### src/rtl/fpu_ret_collect.sv
`default_nettype none
// ============================================================================
//  Module      : fpu_ret_collect
//  Description : Collects per-lane FP retire words (u1/u3/u5), queues them in
//                lane order in a first-word-fall-through FIFO and drains one
//                per cycle over valid/ready. Tracks sticky IEEE exception
//                flags, a sticky overflow error and an issue stall.
//  Revision    : 1.0 - initial release
// ============================================================================
module fpu_ret_collect #(
   parameter int DEPTH = 8,
   parameter int RET_W = 14
) (
   input  logic             clk,
   input  logic             rst,
   input  logic [RET_W-1:0] u1_ret,
   input  logic             u1_ret_en,
   input  logic [RET_W-1:0] u3_ret,
   input  logic             u3_ret_en,
   input  logic [RET_W-1:0] u5_ret,
   input  logic             u5_ret_en,
   output logic             out_valid,
   input  logic             out_ready,
   output logic [RET_W-1:0] out_ret,
   output logic [1:0]       out_lane,
   output logic             stall_o,
   output logic             ovf_err,
   output logic [5:0]       flags_sticky,
   input  logic             flags_clr
);

   localparam int AW    = $clog2(DEPTH);
   localparam int CW    = AW + 1;
   localparam int ENT_W = RET_W + 2;

   logic [ENT_W-1:0] mem_q [DEPTH];
   logic [AW-1:0]    rd_ptr_q, rd_ptr_d;
   logic [AW-1:0]    wr_ptr_q, wr_ptr_d;
   logic [CW-1:0]    count_q, count_d;
   logic             ovf_q, ovf_d;
   logic [5:0]       flags_q, flags_d;

   logic [RET_W-1:0] w_ret [3];
   logic [2:0]       w_en;
   logic             w_pop;
   logic [CW-1:0]    w_cap;
   logic [CW-1:0]    w_n;
   logic [2:0]       w_acc;
   logic [1:0]       w_slot [3];
   logic [5:0]       w_flags;
   logic             w_drop;

   assign w_ret[0] = u1_ret;
   assign w_ret[1] = u3_ret;
   assign w_ret[2] = u5_ret;
   assign w_en     = {u5_ret_en, u3_ret_en, u1_ret_en};

   // A pop only happens when the head is valid; it frees a slot this cycle.
   assign w_pop = (count_q != '0) && out_ready;
   assign w_cap = CW'(DEPTH) - count_q + CW'(w_pop);

   // Compact enabled lanes in u1,u3,u5 order; lanes beyond capacity are dropped.
   always_comb begin
      w_n     = '0;
      w_acc   = '0;
      w_flags = '0;
      w_drop  = 1'b0;
      for (int k = 0; k < 3; k++) begin
         w_slot[k] = '0;
         if (w_en[k]) begin
            if (w_n < w_cap) begin
               w_acc[k]  = 1'b1;
               w_slot[k] = w_n[1:0];
               w_flags   = w_flags | w_ret[k][5:0];
               w_n       = w_n + CW'(1);
            end else begin
               w_drop = 1'b1;
            end
         end
      end
   end

   // Next-state for pointers, occupancy and sticky status (flag set wins over clear).
   always_comb begin
      rd_ptr_d = rd_ptr_q + AW'(w_pop);
      wr_ptr_d = wr_ptr_q + AW'(w_n);
      count_d  = count_q + w_n - CW'(w_pop);
      ovf_d    = ovf_q | w_drop;
      flags_d  = (flags_clr ? 6'h00 : flags_q) | w_flags;
   end

   // Control state register with synchronous reset.
   always_ff @(posedge clk) begin
      if (rst) begin
         rd_ptr_q <= '0;
         wr_ptr_q <= '0;
         count_q  <= '0;
         ovf_q    <= 1'b0;
         flags_q  <= '0;
      end else begin
         rd_ptr_q <= rd_ptr_d;
         wr_ptr_q <= wr_ptr_d;
         count_q  <= count_d;
         ovf_q    <= ovf_d;
         flags_q  <= flags_d;
      end
   end

   // Storage: each accepted lane writes {lane, ret} into its compacted slot.
   always_ff @(posedge clk) begin
      if (!rst) begin
         for (int k = 0; k < 3; k++) begin
            if (w_acc[k]) begin
               mem_q[wr_ptr_q + AW'(w_slot[k])] <= {2'(k), w_ret[k]};
            end
         end
      end
   end

   // Outputs come from registered state only; no input-to-output bypass.
   always_comb begin
      out_valid    = (count_q != '0);
      out_ret      = mem_q[rd_ptr_q][RET_W-1:0];
      out_lane     = mem_q[rd_ptr_q][ENT_W-1:RET_W];
      stall_o      = (CW'(DEPTH) - count_q) < CW'(3);
      ovf_err      = ovf_q;
      flags_sticky = flags_q;
   end

endmodule
`default_nettype wire
### config.mk
export PLATFORM = sky130hd
export DESIGN_NAME = fpu_ret_collect
export DESIGN_NICKNAME = d
export VERILOG_FILES = /design/src/rtl/fpu_ret_collect.sv
export SDC_FILE = /design/constraint.sdc
export NUM_CORES = 1
export LEC_CHECK = 0
export ABC_CLOCK_PERIOD_IN_PS = 18400
export CAP_MARGIN = 20
export CORE_MARGIN = 5
export CORE_UTILIZATION = 30
export DETAILED_ROUTE_END_ITERATION = 8
export MAX_ROUTING_LAYER = met4
export SLEW_MARGIN = 30
export SYNTH_ARGS = -nofsm -noshare
export SYNTH_HDL_FRONTEND = slang
export SYNTH_SLANG_ARGS = --single-unit
### constraint.sdc
create_clock -name clk -period 18.4 [get_ports clk]
set_input_delay 5.52 -clock clk [delete_from_list [all_inputs] [get_ports clk]]
set_output_delay 5.52 -clock clk [all_outputs]
set_load 0.05 [all_outputs]
### Word-level counts from Yosys, hierarchy flattened

Memory sizes are Yosys's and may differ from the RTL's. A register that Yosys moved wholly into a read port is not among the register bits.
Cells that the tools add are included.

* flip-flop bits (word level): 17
* memory bits (writable): 128
* bits of input ports: 49
* output and inout port bits: 25
* logic and storage cells: 65
* memories: 1

* add/sub/neg operators: 10
* order comparisons: 4
* muxes and demuxes: 39
* bitwise operators: 4
* reduce and logical (&&, ||, !) cells: 2

Memories
* mem_q: words 8, bits a word 16, read ports 1, clocked after memory_dff 1, write ports 3, RTL line 36 `logic [ENT_W-1:0] mem_q [DEPTH];`

Operators with widths (number)
* 6-bit 2-to-1 mux: 7
* 1-bit 2-to-1 mux: 22
* 4-bit 2-to-1 mux: 5
* 6-bit OR: 3
* 4-bit by 1-bit adder with 4-bit output, second input constant: 2
* 4-bit < comparator: 2
* 2-bit 2-to-1 mux: 4
* 3-bit by 2-bit adder with 3-bit output: 2
* 4-bit by 1-bit adder with 4-bit output: 1
* 4-bit adder: 1
* 1-bit by 4-bit < comparator with 1-bit output, first input constant: 1
* 4-bit by 2-bit < comparator with 1-bit output, second input constant: 1
* 4-bit nonzero test: 1
* 4-bit by 1-bit subtractor with 4-bit output: 1
* 4-bit subtractor, first input constant: 1
* 3-bit by 1-bit adder with 3-bit output: 1
* 3-bit adder: 1
* 3-bit 2-to-1 mux: 1
* 1-bit logical AND: 1
* 1-bit OR: 1

### Logic depth before layout (Yosys ltp)

Gate-level depths: netlist of run 1.

* depth in word-level cells: 15
* gate-level depth with buffers: 30
* depth with buffers taken out: 26

### Least setup slack after synthesis of run 1

OpenSTA, ideal clock, no wires.

* kind: input port to flip-flop
* from: input out_ready
* to: memory mem_q[4][0] in the netlist's numbering (enable)
* library setup time: 373 ps
* data arrival time: 11106 ps
* required time: 18027 ps
* setup slack: 6921 ps
* stages on the path: 26
* buffers on the path: 3
* path through: and2_1 > ha_1 > ha_1 > or4_1 > a21boi_2 > o21ai_2 > a211o_1 > clkbuf_1 > and2_1 > ha_1 > and2_1 > ha_1 > a21oi_1 > a21oi_1 > inv_2 > ha_1 > and2_1 > ha_1 > inv_1 > fa_1 > xnor2_1 > nand2b_1 > or2_1 > buf_2 > buf_2 > nand3_1

RTL lines
* start: declaration: RTL line 23 `input logic out_ready,`
* end: declaration: RTL line 36

==> results.sh, run 1 <==
export IMPL_status="finished clean"
export IMPL_fmaxAchievable_mhz=78.03
export IMPL_synth_yosys_seq_area_share_pct=41.59
export IMPL_crit_fanout=33
export IMPL_fin_tns_setup_ns=0
export IMPL_finalHoldViolCount=0
export IMPL_final_setup_viol_count=0
export IMPL_dp_worst_setup_slack_ns=4.903
export IMPL_finalCriticalPeriod_ns=12.82
export IMPL_dieWidth_um=189.6
export IMPL_placement_io_buffers=73
export IMPL_nNetsFinal=1049
export IMPL_critical_path_slowest_cell="or2_1"
export IMPL_power_clock_fraction_pct=19.7
export IMPL_post_drt_via_cell_ratio=5.817
export IMPL_post_cts_resize_count=0
export IMPL_max_clock_path_buffers=2
export IMPL_post_synth_instance_area_um2=9676
export IMPL_synth_net_count=1066
export IMPL_timing_hold_worst_path_depth=1
export IMPL_post_route_period_util_pct=69.65
export IMPL_drtIter0Drc=1090
export IMPL_netSwitchingPower_uw=830.3
export IMPL_cts_post_setup_buffers_inserted=0
export IMPL_internal_power_uw=1009
export IMPL_netlist_instances=994
export IMPL_cp_top_family="simple AND/OR/NAND/NOR gates"
export IMPL_first_pass_iters=7
export IMPL_tritoncts="built"
export IMPL_grt_pass1_wl_mm=47.91
export IMPL_hold_path_end="mem_q[1][15]$_SDFFE_PP1P_"
export IMPL_worst_ep_required_time_ns=18.42
export IMPL_insertion_delay_ns=0.43
export IMPL_globalRoute_totalOverflow=0
export IMPL_cellLeakagePower_uw=0.003331
export IMPL_cpMostUsedCell="ha_1"
export IMPL_postCtsHoldBufs=0
export IMPL_r2r_start="count_q[1]$_SDFF_PP0_"
export IMPL_worst_path_buffer_plus_inverter_count=4
export IMPL_timing_rr_end="mem_q[3][0]$_DFFE_PP_"
export IMPL_final_common_cell="edfxtp_1"
export IMPL_grt_start_max_net_pins=64
export IMPL_place_gp_congestion=0.8887
export IMPL_placement_rows=65
export IMPL_critPathKind="input port to flop"
export IMPL_max_slew_worst_pin_slew_ns=1.021
export IMPL_vias_in_the_first_global_route=7769
export IMPL_postRouteAntennaNets=0
export IMPL_maxSlewHeadroom_pct=31.92
export IMPL_irDropWorstVdd_mv=0.08719
export IMPL_fp_coreArea_um2=31720
export IMPL_wl_per_cell_um=22.50
export IMPL_maxCapViolCount=0
export IMPL_remaining_drc_errors=0
export IMPL_h_tree_depth=4
export IMPL_place_hpwl_mm=22.15
export IMPL_totalWireLength_mm=31.32
export IMPL_worst_min_path_start="mem_q[1][15]$_SDFFE_PP1P_"
export IMPL_fin_skew_ns=0.009994
export IMPL_synth_seq_cells=145
export IMPL_dominantRegCellSynth="edfxtp_1"
export IMPL_seq_power_share_pct=28.1
export IMPL_finish_utilization_pct=35.05
export IMPL_share_of_synthesized_registers_carrying_an_async_set_or_reset_pct=0
export IMPL_yosysUniqueCellTypes=62
export IMPL_power_per_cell_area_nw_per_um2=165.5
export IMPL_layout_cell_share_with_drive_strength_beyond_1_pct=11.52
export IMPL_detailroute_via_count=8097
export IMPL_combPwrFrac_pct=52.1
export IMPL_finalWorstSetupSlack_ns=5.584
export IMPL_fillCellCount=3138
export IMPL_antenna_found_initial=0
export IMPL_clock_sinks=145
export IMPL_dieHeight_um=189.6
export IMPL_number_of_primary_i_o_pins=74
export IMPL_critPathLaunchType="input port"
export IMPL_timing_critical_path_to_type="flop"
export IMPL_worstHoldPathType="flop to flop"
export IMPL_timing_critical_path_slowest_cell_delay_ns=0.59
export IMPL_synth_enable_flop_cells=112
export IMPL_cts_made_buffers=17
export IMPL_syn_area_per_cell_um2=9.734
export IMPL_synth_warnings=0
export IMPL_root_buffer="clkbuf_16"
export IMPL_rrSetupSlack_ns=9.99
export IMPL_worstPathArrival_ns=12.84
export IMPL_power_switching_share_pct=45.14
export IMPL_die_area_um2=35940
export IMPL_global_route_usage_total_pct=17.79
export IMPL_insertedDiodeCount=0
export IMPL_start_util_pct=30.50
export IMPL_clkSlewWorstSetupHoldPaths_ns=0.06
export IMPL_drv_slew=0
export IMPL_area_growth_pct=14.88
export IMPL_grt_setup_unrepaired="no"
export IMPL_most_common_layout_cells="112 x edfxtp_1, 89 x nor3_1, 73 x clkdlybuf4s50_1, 72 x nand2_1, 71 x a21oi_1"
export IMPL_reg2regPathDepth=27
## synth_stat cells (4+ instances only)
cell type	instances	share of area [%]
nand3_1	12	0.62
and3_1	4	0.26
a21oi_1	71	3.7
o21a_1	4	0.31
inv_1	19	0.74
edfxtp_1	112	35
dfxtp_1	33	6.8
mux4_2	32	7.4
or3_1	5	0.32
nor4_1	30	1.9
nor2b_1	9	0.58
and2_1	5	0.32
nand2_1	73	2.8
o21ai_1	12	0.62
nor3_1	90	4.7
buf_2	29	1.5
a31oi_1	62	4.0
a31o_1	4	0.36
clkbuf_1	67	2.6
xnor2_1	4	0.36
mux2_2	17	2.0
o21ai_0	49	2.5
or2_1	7	0.45
a32oi_1	9	0.81
mux2i_1	59	6.1
ha_1	20	2.6
nand4_1	15	0.97
nand2b_1	5	0.32
buf_4	7	0.54
buf_1	11	0.43
nor2_1	62	2.4
## worst max path at each step
stage | startpoint | endpoint | slack, ns | cells after the start
2_1_floorplan | out_ready | mem_q[4][0]$_DFFE_PP_ | 6.92 | 26
3_3_place_gp | out_ready | mem_q[3][8]$_DFFE_PP_ | 5.10 | 25
3_5_place_dp | out_ready | mem_q[3][9]$_DFFE_PP_ | 4.90 | 25
4_1_cts | out_ready | mem_q[3][0]$_DFFE_PP_ | 5.32 | 25
5_1_grt | out_ready | mem_q[3][0]$_DFFE_PP_ | 5.15 | 25
6_report | out_ready | mem_q[3][0]$_DFFE_PP_ | 5.58 | 25
## cell families after synthesis
kind of cell | after synthesis | share of synthesized area [%]
adders and majority gates | 23 | 3.207
DFF | 145 | 41.59
xor gates and xnor gates | 7 | 0.6337
muxes | 109 | 15.65
buffers and inverters | 139 | 6.233
AOI/OAI and AO/OA | 245 | 16.26
and+or+nand+nor | 326 | 16.44
## power by group through the flow
stage          Clock (uW)  Combinational [uW]  Sequential, uW
4_1_cts               366                 949             519
5_1_grt               382                1030             529
3_5_place_dp            0                 946             526
6_report              363                 959             517
2_1_floorplan           0                 708             508
3_3_place_gp            0                 935             524
## stage by stage
| step | instance area (um2) | instances | power, uW | hold WS [ns] |
|---|---|---|---|---|
| 6_report | 11120 | 1392 | 1839 | 0.4565 |
| 5_1_grt | 11120 | 1392 | 1941 | 0.4698 |
| 4_1_cts | 11090 | 1391 | 1835 | 0.4576 |
| 3_5_place_dp | 10480 | 1359 | 1471 | 0.4420 |
| 3_3_place_gp | 10480 | 1359 | 1459 | 0.4333 |
| 2_1_floorplan | 9676 | 994 | 1216 | 0.4194 |
## metal layers
metal | part of all wire [%] | wire length, um | GRT usage, % | up-vias
li1 | - | - | - | 3739
met3 | 10 | 3123 | 3.927 | 72
met1 | 41 | 12980 | 23.77 | 3831
met5 | 0 | 0 | - | -
met4 | 3.1 | 962 | 5.899 | 0
met2 | 46 | 14250 | 27.00 | 455
## flip-flops by register name (all words and copies together), names as in the netlist
name          flops
ovf_err           1
wr_ptr_q          3
rd_ptr_q          3
flags_sticky      6
mem_q           128
count_q           4
## worst register-to-register path, stage by stage (launching register included)
cell      delay (ns)
dfxtp_1         0.38
inv_1           0.13
ha_1            0.36
nand3_1         0.16
and2_1          0.22
ha_1            0.25
ha_1            0.28
or4_1           0.51
a21boi_2        0.26
o21ai_2         0.15
a211o_1         0.44
and2_1          0.23
ha_1            0.19
and2_1          0.23
ha_1            0.32
a21oi_1         0.39
a21oi_1         0.14
inv_2           0.18
ha_1            0.17
and2_1          0.14
ha_2            0.17
inv_1           0.05
fa_1            0.40
xnor2_2         0.17
buf_4           0.39
nand2b_2        0.58
or2_1           0.59
nand2_1         0.56
## area by class of cell
type | count | area [um2] | area share, %
multi-input cells | 710 | 5094 | 45.82
well taps | 402 | 503.0 | 4.525
clock buffers | 18 | 429.2 | 3.861
inverters | 20 | 75.07 | 0.6754
flip-flops and latches | 145 | 4026 | 36.22
clock inverters | 14 | 178.9 | 1.610
repair buffers | 83 | 809.5 | 7.283
No activity file was read; power rests on OpenSTA's default activity.
==> run 2, diff against run 1 <==
--- a/config.mk
+++ b/config.mk
@@ -5,7 +5,7 @@
 export SDC_FILE = /design/constraint.sdc
 export NUM_CORES = 1
 export LEC_CHECK = 0
-export ABC_CLOCK_PERIOD_IN_PS = 18400
+export ABC_CLOCK_PERIOD_IN_PS = 13310
 export CAP_MARGIN = 20
 export CORE_MARGIN = 5
 export CORE_UTILIZATION = 30
==> constraint.sdc (replaced) <==
create_clock -name clk -period 13.31 [get_ports clk]
set_input_delay 3.993 -clock clk [delete_from_list [all_inputs] [get_ports clk]]
set_output_delay 3.993 -clock clk [all_outputs]
set_load 0.05 [all_outputs]
==> run 2 against run 1 <==
Net effect: clock power rose by 34%; wire length fell by 3.1%; register-to-register slack got worse by 5.0 ns; global-route usage fell by 0.63 points; clock-buffer cell count fell by 1; non-clock buffer count rose by 6; sequential power rose by 38%; worst hold slack got worse by 0.0015 ns; highest routed layer unchanged; die area did not move; critical endpoint is now mem_q[3][6]$_DFFE_PP_.
==> results.sh, run 2 (synthesis gave the netlist of run 1 again) <==
export IMPL_status="finished clean"
export IMPL_detailroute_via_count=8171
export IMPL_placement_rows=65
export IMPL_grt_pass1_wl_mm=46.30
export IMPL_critPathLaunchType="input port"
export IMPL_global_route_usage_total_pct=17.16
export IMPL_antenna_found_initial=1
export IMPL_tritoncts="built"
export IMPL_design_power_total_uw=2530
export IMPL_maxSlewHeadroom_pct=32.33
export IMPL_place_hpwl_mm=22.26
export IMPL_globalRoute_totalOverflow=0
export IMPL_postCtsHoldBufs=0
export IMPL_placement_io_buffers=73
export IMPL_vias_in_the_first_global_route=7612
export IMPL_maxCapViolCount=0
export IMPL_max_clock_path_buffers=2
export IMPL_number_of_primary_i_o_pins=74
export IMPL_most_common_layout_cells="112 x edfxtp_1, 89 x nor3_1, 73 x nand2_1, 73 x clkdlybuf4s50_1, 71 x a21oi_1"
export IMPL_h_tree_depth=4
export IMPL_cts_post_setup_buffers_inserted=0
export IMPL_area_growth_pct=15.21
export IMPL_totalWireLength_mm=30.35
export IMPL_post_drt_via_cell_ratio=5.841
export IMPL_post_cts_resize_count=0
export IMPL_timing_critical_path_slowest_cell_delay_ns=0.59
export IMPL_worst_ep_required_time_ns=13.34
export IMPL_power_per_cell_area_nw_per_um2=227.0
export IMPL_worst_min_path_start="mem_q[0][15]$_SDFFE_PP1P_"
export IMPL_place_gp_congestion=0.8708
export IMPL_start_util_pct=30.50
export IMPL_drtIter0Drc=1091
export IMPL_fmaxAchievable_mhz=88.98
export IMPL_r2r_start="count_q[1]$_SDFF_PP0_"
export IMPL_first_pass_iters=6
export IMPL_finalHoldViolCount=0
export IMPL_fin_skew_ns=0.01543
export IMPL_cp_top_family="simple AND/OR/NAND/NOR gates"
export IMPL_final_setup_viol_count=0
export IMPL_layout_cell_share_with_drive_strength_beyond_1_pct=11.75
export IMPL_fp_coreArea_um2=31720
export IMPL_worstHoldPathType="flop to flop"
export IMPL_final_common_cell="edfxtp_1"
export IMPL_cellLeakagePower_uw=0.003361
export IMPL_dieHeight_um=189.6
export IMPL_irDropWorstVdd_mv=0.1033
export IMPL_clkSlewWorstSetupHoldPaths_ns=0.07
export IMPL_die_area_um2=35940
export IMPL_clock_sinks=145
export IMPL_cts_made_buffers=17
export IMPL_remaining_drc_errors=0
export IMPL_worstPathArrival_ns=11.27
export IMPL_nNetsFinal=1055
export IMPL_grt_start_max_net_pins=60
export IMPL_timing_critical_path_from="out_ready"
export IMPL_worst_path_buffer_plus_inverter_count=5
export IMPL_drv_slew=0
export IMPL_post_route_period_util_pct=84.44
export IMPL_critical_path_slowest_cell="nand2_1"
export IMPL_root_buffer="clkbuf_16"
export IMPL_dieWidth_um=189.6
export IMPL_critPathKind="input port to flop"
export IMPL_rrSetupSlack_ns=4.97
export IMPL_max_slew_worst_pin_slew_ns=1.015
export IMPL_postRouteAntennaNets=0
export IMPL_insertion_delay_ns=0.44
export IMPL_largest_register_ffs=128
export IMPL_finalCriticalPeriod_ns=11.24
export IMPL_fin_tns_setup_ns=0
export IMPL_timing_critical_path_to_type="flop"
export IMPL_cpMostUsedCell="ha_1"
export IMPL_wl_per_cell_um=21.70
export IMPL_crit_fanout=32
export IMPL_grt_setup_unrepaired="no"
-- run 2: changes by cell type in the layout (fill, tap and decap cells not counted), moves of 2 or more --
| cell | change |
|---|---|
| clkinv_1 | -2 |
| inv_8 | +4 |
| buf_4 | +5 |
| clkinv_8 | +3 |
| bufinv_16 | -3 |
| nand2b_1 | +2 |
| nand2b_2 | -2 |
-- run 2: path summary, 6_finish.rpt --
path                          endpoint  cells past startpoint
max              mem_q[3][6]$_DFFE_PP_                     26
min reg2reg  mem_q[0][15]$_SDFFE_PP1P_                      1
min          mem_q[0][15]$_SDFFE_PP1P_                      1
max reg2reg      mem_q[3][6]$_DFFE_PP_                     28
-- run 2: metal layers --
metal,part of all wire [%],global-route usage (%),wire [um],vias up
met2,45,25.28,13620,500
met1,42,23.33,12680,3846
met3,9.6,3.028,2924,67
li1,-,-,-,3758
met5,0,-,0,-
met4,3.7,7.457,1132,0
-- run 2: cell type report --
class / count / area [um2]
multi-input combinational: 710 / 5082
antenna: 1 / 2.502
clock inverter: 15 / 175.2
tap: 402 / 503.0
inverter: 20 / 75.07
sequential: 145 / 4025
fill: 3119 / 20570
timing repair buffer: 89 / 858.3
clock buffer: 17 / 425.4
-- run 2: per-stage QoR --
stage          instances  worst slack, ns  hold WS (ns)  area [um2]  utilization [%]
4_1_cts             1396            2.174        0.4579       11120            35.05
3_5_place_dp        1364            1.719        0.4397       10520            33.15
2_1_floorplan        994            3.358        0.4194        9676                -
6_report            1399            2.071        0.4550       11150            35.14
3_3_place_gp        1364            1.967        0.4364       10520            33.15
5_1_grt             1399            1.687        0.4703       11150            35.14
-- run 2: where the power goes --
group	switching (uW)	internal, uW
clock	231	254
sequential	77.1	638
combinational	866	465
total	1170	1360
